==> src/rtl/debug_loader_unit_pkg.sv <==
// Shared types and default command codes for the UART debug/program loader.
// Imported by the loader top and its word serializer.
package debug_loader_unit_pkg;

  localparam logic [7:0] CMD_STEP_DEF = 8'h0F;
  localparam logic [7:0] CMD_CONT_DEF = 8'hF0;
  localparam int         ADDR_W_DEF   = 10;

  typedef enum logic [2:0] {
    ST_IDLE     = 3'd0,
    ST_RX_WORD  = 3'd1,
    ST_WRITE    = 3'd2,
    ST_WAIT_CMD = 3'd3,
    ST_STEP     = 3'd4,
    ST_RUN      = 3'd5,
    ST_REPORT   = 3'd6,
    ST_DONE     = 3'd7
  } dl_state_e;

  // Per-word sequencing inside REPORT: address the regfile, let it settle, load, drain.
  typedef enum logic [1:0] {
    RP_ADDR   = 2'd0,
    RP_SETTLE = 2'd1,
    RP_LOAD   = 2'd2,
    RP_BUSY   = 2'd3
  } rpt_phase_e;

endpackage

==> src/rtl/debug_loader_unit_word_serializer.sv <==
// Splits an NB_DATA word into UART bytes, one tx_start pulse per byte,
// advancing only after tx_done. Byte order selected by BIG_ENDIAN.
module debug_loader_unit_word_serializer #(
  parameter int NB_DATA    = 32,
  parameter bit BIG_ENDIAN = 1'b0
) (
  input  logic               clock_i,
  input  logic               reset_i,
  input  logic               load_i,
  input  logic [NB_DATA-1:0] word_i,
  input  logic               tx_done_i,
  output logic [7:0]         tx_data_o,
  output logic               tx_start_o,
  output logic               done_o
);

  localparam int BPW   = NB_DATA / 8;
  localparam int CNT_W = (BPW > 1) ? $clog2(BPW) : 1;

  logic [NB_DATA-1:0] word_r;
  logic [NB_DATA-1:0] shifted_s;
  logic [CNT_W-1:0]   cnt_r;
  logic               busy_r;

  function automatic logic [7:0] lead_byte(input logic [NB_DATA-1:0] w);
    if (BIG_ENDIAN) begin
      return w[NB_DATA-1 -: 8];
    end else begin
      return w[7:0];
    end
  endfunction

  // Next byte to present always sits at the leading end of the shifted word.
  always_comb begin
    shifted_s = word_r;
    if (BIG_ENDIAN) begin
      shifted_s = word_r << 4'd8;
    end else begin
      shifted_s = word_r >> 4'd8;
    end
  end

  // Byte sequencer: tx_data_o is held from tx_start_o until the matching tx_done_i.
  always_ff @(posedge clock_i or negedge reset_i) begin
    if (!reset_i) begin
      word_r     <= '0;
      cnt_r      <= '0;
      busy_r     <= 1'b0;
      tx_data_o  <= 8'h00;
      tx_start_o <= 1'b0;
      done_o     <= 1'b0;
    end else begin
      tx_start_o <= 1'b0;
      done_o     <= 1'b0;
      if (load_i) begin
        word_r     <= word_i;
        tx_data_o  <= lead_byte(word_i);
        tx_start_o <= 1'b1;
        cnt_r      <= '0;
        busy_r     <= 1'b1;
      end else if (busy_r && tx_done_i) begin
        if (cnt_r == CNT_W'(BPW - 1)) begin
          busy_r <= 1'b0;
          done_o <= 1'b1;
        end else begin
          word_r     <= shifted_s;
          tx_data_o  <= lead_byte(shifted_s);
          tx_start_o <= 1'b1;
          cnt_r      <= cnt_r + 1'b1;
        end
      end
    end
  end

endmodule

==> src/rtl/debug_loader_unit.sv <==
// UART-side program loader and run/step debug controller for the MIPS pipeline:
// loads N words into imem, runs on command, then streams PC, cycle count and registers.
module debug_loader_unit
  import debug_loader_unit_pkg::*;
#(
  parameter int         NB_DATA       = 32,
  parameter int         ADDR_W        = ADDR_W_DEF,
  parameter int         N_REPORT_REGS = 32,
  parameter bit         BIG_ENDIAN    = 1'b0,
  parameter logic [7:0] CMD_STEP      = CMD_STEP_DEF,
  parameter logic [7:0] CMD_CONT      = CMD_CONT_DEF
) (
  input  logic               clock_i,
  input  logic               reset_i,
  input  logic [7:0]         rx_data_i,
  input  logic               rx_valid_i,
  output logic [7:0]         tx_data_o,
  output logic               tx_start_o,
  input  logic               tx_done_i,
  output logic               imem_we_o,
  output logic [ADDR_W-1:0]  imem_addr_o,
  output logic [NB_DATA-1:0] imem_data_o,
  output logic               enable_pipe_o,
  input  logic               halt_i,
  input  logic [NB_DATA-1:0] pc_i,
  output logic [4:0]         reg_addr_o,
  input  logic [NB_DATA-1:0] reg_data_i,
  output logic               ack_debug_o,
  output logic               end_send_data_o
);

  localparam int BPW    = NB_DATA / 8;
  localparam int BCNT_W = (BPW > 1) ? $clog2(BPW) : 1;
  localparam int WIDX_W = $clog2(N_REPORT_REGS + 2);
  localparam logic [WIDX_W-1:0] LAST_WIDX = WIDX_W'(N_REPORT_REGS + 1);

  dl_state_e          state_r, state_s;
  rpt_phase_e         phase_r;
  logic [BCNT_W-1:0]  byte_cnt_r;
  logic [7:0]         words_left_r;
  logic [ADDR_W-1:0]  wr_addr_r;
  logic [NB_DATA-1:0] asm_r, asm_next_s, rx_ext_s;
  logic [NB_DATA-1:0] cycle_cnt_r, pc_snap_r, rpt_word_s;
  logic [WIDX_W-1:0]  widx_r;
  logic [4:0]         reg_addr_r;
  logic               last_byte_s, ser_load_s, ser_done_s, ser_tx_done_s;

  function automatic logic [NB_DATA-1:0] sat_inc(input logic [NB_DATA-1:0] v);
    if (&v) begin
      return v;
    end else begin
      return v + 1'b1;
    end
  endfunction

  assign imem_addr_o = wr_addr_r;
  assign imem_data_o = asm_r;
  assign reg_addr_o  = reg_addr_r;

  // Byte assembly: shifting in from the far end leaves byte 0 at the LSB (or MSB when big-endian).
  always_comb begin
    rx_ext_s    = NB_DATA'(rx_data_i);
    last_byte_s = (byte_cnt_r == BCNT_W'(BPW - 1));
    if (BIG_ENDIAN) begin
      asm_next_s = (asm_r << 4'd8) | rx_ext_s;
    end else begin
      asm_next_s = (asm_r >> 4'd8) | (rx_ext_s << (NB_DATA - 8));
    end
    if (widx_r == WIDX_W'(0)) begin
      rpt_word_s = pc_snap_r;
    end else if (widx_r == WIDX_W'(1)) begin
      rpt_word_s = cycle_cnt_r;
    end else begin
      rpt_word_s = reg_data_i;
    end
  end

  // FSM state register.
  always_ff @(posedge clock_i or negedge reset_i) begin
    if (!reset_i) begin
      state_r <= ST_IDLE;
    end else begin
      state_r <= state_s;
    end
  end

  // Next-state and Moore-style output decode; enable is gated by halt_i combinationally.
  always_comb begin
    state_s         = state_r;
    imem_we_o       = 1'b0;
    ack_debug_o     = 1'b0;
    enable_pipe_o   = 1'b0;
    end_send_data_o = 1'b0;
    ser_load_s      = 1'b0;
    case (state_r)
      ST_IDLE: begin
        if (rx_valid_i && (rx_data_i != 8'h00)) begin
          state_s = ST_RX_WORD;
        end else begin
          state_s = ST_IDLE;
        end
      end
      ST_RX_WORD: begin
        if (rx_valid_i && last_byte_s) begin
          state_s = ST_WRITE;
        end else begin
          state_s = ST_RX_WORD;
        end
      end
      ST_WRITE: begin
        imem_we_o = 1'b1;
        if (words_left_r == 8'd1) begin
          state_s = ST_WAIT_CMD;
        end else begin
          state_s = ST_RX_WORD;
        end
      end
      ST_WAIT_CMD: begin
        ack_debug_o = 1'b1;
        if (rx_valid_i && (rx_data_i == CMD_STEP)) begin
          state_s = ST_STEP;
        end else if (rx_valid_i && (rx_data_i == CMD_CONT)) begin
          state_s = ST_RUN;
        end else begin
          state_s = ST_WAIT_CMD;
        end
      end
      ST_STEP: begin
        enable_pipe_o = 1'b1;
        state_s       = ST_REPORT;
      end
      ST_RUN: begin
        enable_pipe_o = ~halt_i;
        if (halt_i) begin
          state_s = ST_REPORT;
        end else begin
          state_s = ST_RUN;
        end
      end
      ST_REPORT: begin
        ser_load_s = (phase_r == RP_LOAD);
        if ((phase_r == RP_BUSY) && ser_done_s && (widx_r == LAST_WIDX)) begin
          state_s = halt_i ? ST_DONE : ST_WAIT_CMD;
        end else begin
          state_s = ST_REPORT;
        end
      end
      ST_DONE: begin
        end_send_data_o = 1'b1;
        state_s         = ST_IDLE;
      end
      default: begin
        state_s = ST_IDLE;
      end
    endcase
  end

  // Load datapath: word count, byte counter, assembled word and write address.
  always_ff @(posedge clock_i or negedge reset_i) begin
    if (!reset_i) begin
      byte_cnt_r   <= '0;
      words_left_r <= 8'd0;
      wr_addr_r    <= '0;
      asm_r        <= '0;
    end else begin
      case (state_r)
        ST_IDLE: begin
          if (rx_valid_i && (rx_data_i != 8'h00)) begin
            words_left_r <= rx_data_i;
            wr_addr_r    <= '0;
            byte_cnt_r   <= '0;
          end
        end
        ST_RX_WORD: begin
          if (rx_valid_i) begin
            asm_r      <= asm_next_s;
            byte_cnt_r <= last_byte_s ? '0 : byte_cnt_r + 1'b1;
          end
        end
        ST_WRITE: begin
          words_left_r <= words_left_r - 8'd1;
          wr_addr_r    <= wr_addr_r + 1'b1;
        end
        default: begin
        end
      endcase
    end
  end

  // Run/report datapath: saturating cycle count, PC snapshot and report word sequencing.
  always_ff @(posedge clock_i or negedge reset_i) begin
    if (!reset_i) begin
      cycle_cnt_r <= '0;
      pc_snap_r   <= '0;
      widx_r      <= '0;
      phase_r     <= RP_ADDR;
      reg_addr_r  <= 5'd0;
    end else begin
      case (state_r)
        ST_STEP: begin
          cycle_cnt_r <= sat_inc(cycle_cnt_r);
          pc_snap_r   <= pc_i;
          widx_r      <= '0;
          phase_r     <= RP_ADDR;
        end
        ST_RUN: begin
          if (halt_i) begin
            pc_snap_r <= pc_i;
            widx_r    <= '0;
            phase_r   <= RP_ADDR;
          end else begin
            cycle_cnt_r <= sat_inc(cycle_cnt_r);
          end
        end
        ST_REPORT: begin
          case (phase_r)
            RP_ADDR: begin
              reg_addr_r <= (widx_r >= WIDX_W'(2)) ? 5'(widx_r - WIDX_W'(2)) : 5'd0;
              phase_r    <= RP_SETTLE;
            end
            RP_SETTLE: phase_r <= RP_LOAD;
            RP_LOAD:   phase_r <= RP_BUSY;
            RP_BUSY: begin
              if (ser_done_s) begin
                phase_r <= RP_ADDR;
                if (widx_r != LAST_WIDX) begin
                  widx_r <= widx_r + 1'b1;
                end
              end
            end
            default: phase_r <= RP_ADDR;
          endcase
        end
        ST_DONE: begin
          cycle_cnt_r <= '0;
        end
        default: begin
        end
      endcase
    end
  end

  assign ser_tx_done_s = tx_done_i & (state_r == ST_REPORT);

  debug_loader_unit_word_serializer #(
    .NB_DATA    (NB_DATA),
    .BIG_ENDIAN (BIG_ENDIAN)
  ) u_word_serializer (
    .clock_i    (clock_i),
    .reset_i    (reset_i),
    .load_i     (ser_load_s),
    .word_i     (rpt_word_s),
    .tx_done_i  (ser_tx_done_s),
    .tx_data_o  (tx_data_o),
    .tx_start_o (tx_start_o),
    .done_o     (ser_done_s)
  );

endmodule

==> config.mk <==
export PLATFORM = sky130hd
export DESIGN_NAME = debug_loader_unit
export DESIGN_NICKNAME = d
export VERILOG_FILES = /design/src/rtl/debug_loader_unit_pkg.sv /design/src/rtl/debug_loader_unit_word_serializer.sv /design/src/rtl/debug_loader_unit.sv
export SDC_FILE = /design/constraint.sdc
export NUM_CORES = 1
export LEC_CHECK = 0
export BUFFER_PORTS_ARGS = -buffer_cell sky130_fd_sc_hd__buf_2
export CAP_MARGIN = 20
export CORE_MARGIN = 3
export CORE_UTILIZATION = 30
export CTS_BUF_LIST = sky130_fd_sc_hd__clkbuf_8
export CTS_CLUSTER_SIZE = 12
export DETAILED_ROUTE_END_ITERATION = 8
export HOLD_SLACK_MARGIN = 0.08
export MAX_ROUTING_LAYER = met4
export PLACE_DENSITY_LB_ADDON = 0.2
export SYNTH_ARGS = -nofsm -noshare
export SYNTH_HDL_FRONTEND = slang
export SYNTH_HIERARCHICAL = 1
export SYNTH_SLANG_ARGS = --single-unit
==> constraint.sdc <==
create_clock -name clock_i -period 3.9 [get_ports clock_i]
set_input_delay 0 -clock clock_i [delete_from_list [all_inputs] [get_ports clock_i]]
set_output_delay 0 -clock clock_i [all_outputs]
set_load 0.01 [all_outputs]
# == After elaboration in Yosys (flattened, before gate mapping) ==
# Index checks and enable logic that the tools add are counted.
# word_totals
regBits,177
latch_bits,0
mem_bits_rw,0
rom_bits,0
in_bits,77
wordCells,140
n_memories,0
# op_classes
addsub,7
n_mul,0
n_div,0
n_lt_le_gt_ge,1
eq_ne,27
n_shift,0
mux,57
n_bitwise,3
reduce_logical,29
# ops
operator,n
$mux 32,8
$pmux 32 s3,1
$pmux 32 s2,1
$add 32x1->32 const B,1
$mux 8,4
$or 24x32->32,1
$reduce_and 32->1,1
$mux 6,4
$pmux 3 s8,1
$mux 2,11
$pmux 10 s2,1
$pmux 6 s3,1
$pmux 8 s2,1
$mux 1,14
$ne 2x2->1 const B,7
$reduce_and 2->1,7
$eq 3x3->1 const B,4
$mux 3,4
$add 10x1->10 const B,1
$mux 10,1
$reduce_bool 2->1,5
$eq 2x2->1 const B,4
$eq 8x1->1 const B,1
$eq 8x4->1 const B,1
other kinds (29),39

# == Logic depth before layout (Yosys ltp) ==
# depth
word_depth,5
mapped_depth,9

# == Hierarchy ==
# Netlist, hierarchy kept.
# by_module_without_submodules
mod,instances,cells_per_inst,area_each_um2
debug_loader_unit,1,755,6929.1
debug_loader_unit_word_serializer,1,190,1755.4

# == Worst setup path after synthesis ==
# Ideal clock, no wire load.
# synth_timing
path_type,reg2reg
from,reg cycle_cnt_r[0]
to,reg cycle_cnt_r[15]
setup_ps,128
arrival_ps,1942
required_ps,3772
setup_slack_ps,1830
stages_incl_launch_ff,8
synth_period_minus_slack_ps,2070
cell_sequence,dfrtp_1 ha_1 nand3_1 or4_4 o31a_1 nand2_4 buf_6 o31ai_1
# synth_via
elab_chain_len,4
# synth_lines
element,line,source
start: declaration,debug_loader_unit.sv:43,"logic [NB_DATA-1:0] cycle_cnt_r, pc_snap_r, rpt_word_s;"
start signal: assignment,debug_loader_unit.sv:201,cycle_cnt_r <= sat_inc(cycle_cnt_r);
start signal: assignment,debug_loader_unit.sv:212,cycle_cnt_r <= sat_inc(cycle_cnt_r);
$add 32x1->32 or $reduce_and 32->1 (tied branches),"debug_loader_unit.sv:52, debug_loader_unit.sv:49",
$mux 32 (*),debug_loader_unit.sv:49,if (&v) begin
$mux 32,debug_loader_unit.sv:207,if (halt_i) begin
$pmux 32 s3 (*),debug_loader_unit.sv:199,case (state_r)
# Every way passes the cells marked *; elsewhere a longest branch is shown, timed or not. The select of a mux whose other input is x is not followed.
# A chain may end at the register's enable or synchronous reset.

# == Worst setup path after layout ==
# layout_timing
from,reg widx_r[3]
to,reg u_word_serializer.word_r[29]
# layout_via
elab_chain_len,4
# layout_lines
element,line,source
start: declaration,debug_loader_unit.sv:44,logic [WIDX_W-1:0] widx_r;
start signal: assignment,debug_loader_unit.sv:227,widx_r <= widx_r + 1'b1;
$eq 6x1->1,debug_loader_unit.sv:71,end else if (widx_r == WIDX_W'(1)) begin
$mux 32,debug_loader_unit.sv:71,
$mux 32 (*),debug_loader_unit.sv:69,if (widx_r == WIDX_W'(0)) begin
net rpt_word_s[29],debug_loader_unit.sv:43,
$mux 32 (*),debug_loader_unit_word_serializer.sv:55,if (load_i) begin
end signal: assignment,debug_loader_unit_word_serializer.sv:56,word_r <= word_i;
end signal: assignment,debug_loader_unit_word_serializer.sv:66,word_r <= shifted_s;
end: declaration,debug_loader_unit_word_serializer.sv:20,logic [NB_DATA-1:0] word_r;
# Mark *: on every way through the listed nets, which the timed path passes. The rest lies on a longest branch.

==> results.cfg <==
[outcome]
status = finished clean

[setup_path]
cp-start-kind = flop
crit_chain = nor4_1 > nand2_2 > buf_4 > mux2i_1 > o21ai_0 > nand2_1 > o21ai_0
cp_slowest_stage_delay_ns = 0.67
crit_slowest_cell = nand2_2
required_ns = 4.26
worst_setup_path_end_kind = flop
cpMostUsedCell = o21ai_0
criticalPathCategory = flop to flop
cp_max_fo = 31
arrival_ns = 3.14

[finish]
synthToLayoutAreaGrowth_pct = 23.2
final_common_cell = nand2_1
final_nets = 1213
drive_above_1_share = 0.205
final_area_um2 = 10700
num-fill-cells = 2861
fin_cells = 1512
layout_common_cells = 225 x nand2_1, 169 x dfrtp_1, 135 x buf_2, 77 x o21ai_0, 68 x dlygate4sd3_1

[power]
ir_drop_v = 0.000296
powerDensity_nw_per_um2 = 475
leakage_uw = 0.00501
fin_total_pwr_uw = 5080

[clock_tree]
cts_tree = yes
clock-sinks = 169
cts_buffer_depth = 2
numCtsBuffers = 17
clock_latency_ns = 0.48
cts.clk_slew.worst_paths_ns = 0.10
cts-root-buf = clkbuf_8
htree_num_levels = 4

[routing]
num_vias = 7437
detail_route.wl_per_cell_um = 16.9
first_pass_iters = 5
detail-route-antenna-nets = 0
drcViolationCount = 0
totalWireLength_mm = 25.6
via_per_inst = 4.92
drtIter0Drc = 428

[sta]
hold_violations = 0
max_freq_mhz = 360
fin_setup_tns_ns = 0
relSlewSlack = 0.378
setup_viol = 0
period_needed_ns = 2.78
rsz0062_at_grt = false
fin_hold_ws_ns = 0.106
finalClockSkew_ns = 0.0122
finalCritPeriodShare = 0.713
final_max_slew_viol_count = 0
worstMarginPinSlew_ns = 0.925

[place]
place_area_um2 = 9640
routabilityCongestion = 0.869
dp_hpwl_mm = 17.6
dp_cells = 1411
port_buffers = 136

[grt]
track_usage = 0.173
grt_pass1_wl_mm = 41.1
grt_max_degree = 84
grt_pass1_vias = 7383
grt-ovfl-total = 0
antenna_found_initial = 0

[worst_hold_path]
min_path_type = input port to flop

[floorplan]
die_w_um = 176
ioPinCount = 137
std_cell_rows = 61
dieArea_um2 = 31000
coreArea_um2 = 28200
initial_core_util = 0.308
die_h_um = 176

[synth]
syn_avg_cell_area_um2 = 9.19
synth_edf_count = 0
synth_ff_type = dfrtp_1
synth_cells = 945
yosysUniqueCellTypes = 62
synth_area_um2 = 8680
yosys_warnings = 6
ys_ff_latch = 169
yosysSeqAreaShare = 0.487
async_reset_ff_frac = 1.00
syn-num-nets = 1038

[run]
max_cap_violations = 0
==> critical path, delay by kind of cell (launching register included) <==
| kind | cells | cell delay [ns] |
|---|---|---|
| mux | 1 | 0.22 |
| compound gates | 2 | 0.19 |
| simple gates | 3 | 1.36 |
| buf+inv | 1 | 0.39 |
| flops | 1 | 0.47 |
==> through the flow <==
| step | worst slack (ns) | utilization |
|---|---|---|
| 3_3_place_gp | 1.26 | 0.342 |
| 3_5_place_dp | 1.11 | 0.342 |
| 5_1_grt | 0.832 | 0.380 |
| 2_1_floorplan | 1.83 | - |
| 6_report | 1.12 | 0.380 |
| 4_1_cts | 1.09 | 0.380 |
==> layout make-up <==
type                       instances  area (µm²)  area share
multi-input combinational        698        4070       0.381
antenna                            1        2.50    0.000234
timing repair buffer             218        1490       0.139
tap                              378         473      0.0442
sequential                       169        4230       0.395
inverter                          16        60.1     0.00561
clock buffer                      18         248      0.0232
clock inverter                    14         128      0.0119
==> flip-flops by register name, indices dropped and copies added, names as in the netlist, 5 cells and up <==
| register | count |
|---|---|
| u_word_serializer/word_r | 25 |
| reg_addr_o | 5 |
| pc_snap_r | 32 |
| words_left_r | 8 |
| imem_data_o | 32 |
| widx_r | 6 |
| imem_addr_o | 10 |
| u_word_serializer/tx_data_o | 7 |
| cycle_cnt_r | 32 |
==> routing by layer <==
| metal | part of all wire | global-route usage | up-vias |
|---|---|---|---|
| met5 | 0 | - | - |
| met4 | 0.024 | 0.0594 | 0 |
| met3 | 0.035 | 0.0340 | 30 |
| met2 | 0.47 | 0.262 | 141 |
| met1 | 0.48 | 0.232 | 3617 |
| li1 | - | - | 3649 |
==> path summary, 6_finish.rpt <==
| kind | startpoint | endpoint | slack, ns | cells after the start |
|---|---|---|---|---|
| setup / recovery | widx_r[3] | u_word_serializer/word_r[29] | 1.12 | 7 |
| hold / removal | reg_data_i[0] | u_word_serializer/tx_data_o[0] | 0.11 | 5 |
| setup reg to reg | widx_r[3] | u_word_serializer/word_r[29] | 1.12 | 7 |
| hold reg to reg | pc_snap_r[1] | pc_snap_r[1] | 0.48 | 2 |
| max in group asynchronous | reset_i | cycle_cnt_r[22] | 2.79 | 3 |
| min in group asynchronous | reset_i | imem_data_o[5] | 0.15 | 2 |
==> cells by family (layout without fill, tap and decap cells) <==
group / count (synthesis) / in the layout / synth area share
AND/OR/NAND/NOR: 383 / 383 / 0.203
adder cells (fa/ha/maj): 16 / 16 / 0.0231
XOR/XNOR: 8 / 8 / 0.00807
AO/OA/AOI/OAI: 227 / 227 / 0.154
buffers and inverters: 78 / 266 / 0.0470
multiplexers: 64 / 64 / 0.0784
other: 0 / 1 / 0
flip-flops: 169 / 169 / 0.487
==> power breakdown <==
group	total [µW]	internal, µW	switching (µW)
Combinational	1330	648	681
Clock	1240	523	716
Sequential	2510	2170	341
Total	5080	3340	1740
==> Yosys cell counts (9+ instances only) <==
master	instances	area, µm²
inv_1	15	56.3
nand4_1	9	56.3
nor2b_1	27	169
dfrtp_1	169	4230
a21oi_1	63	315
mux2i_1	32	320
buf_2	12	60.1
o21ai_0	78	390
o21ai_1	22	110
nand3_1	34	170
mux2_2	32	360
nand2_1	226	848
o31ai_1	21	158
clkbuf_1	31	116
a31oi_1	9	56.3
ha_1	16	200
nor2_1	34	128
==> what timing repair did <==
| item | 4_1_cts | 5_1_grt |
|---|---|---|
| endpoints found under the hold margin | 160 | 0 |
| hold buffers | 68 | 0 |
| endpoints found under the setup margin | 0 | 0 |
| gates resized for setup | 0 | 0 |
| setup buffers | 0 | 0 |
Note: power is estimated with default switching activity, not from simulation.
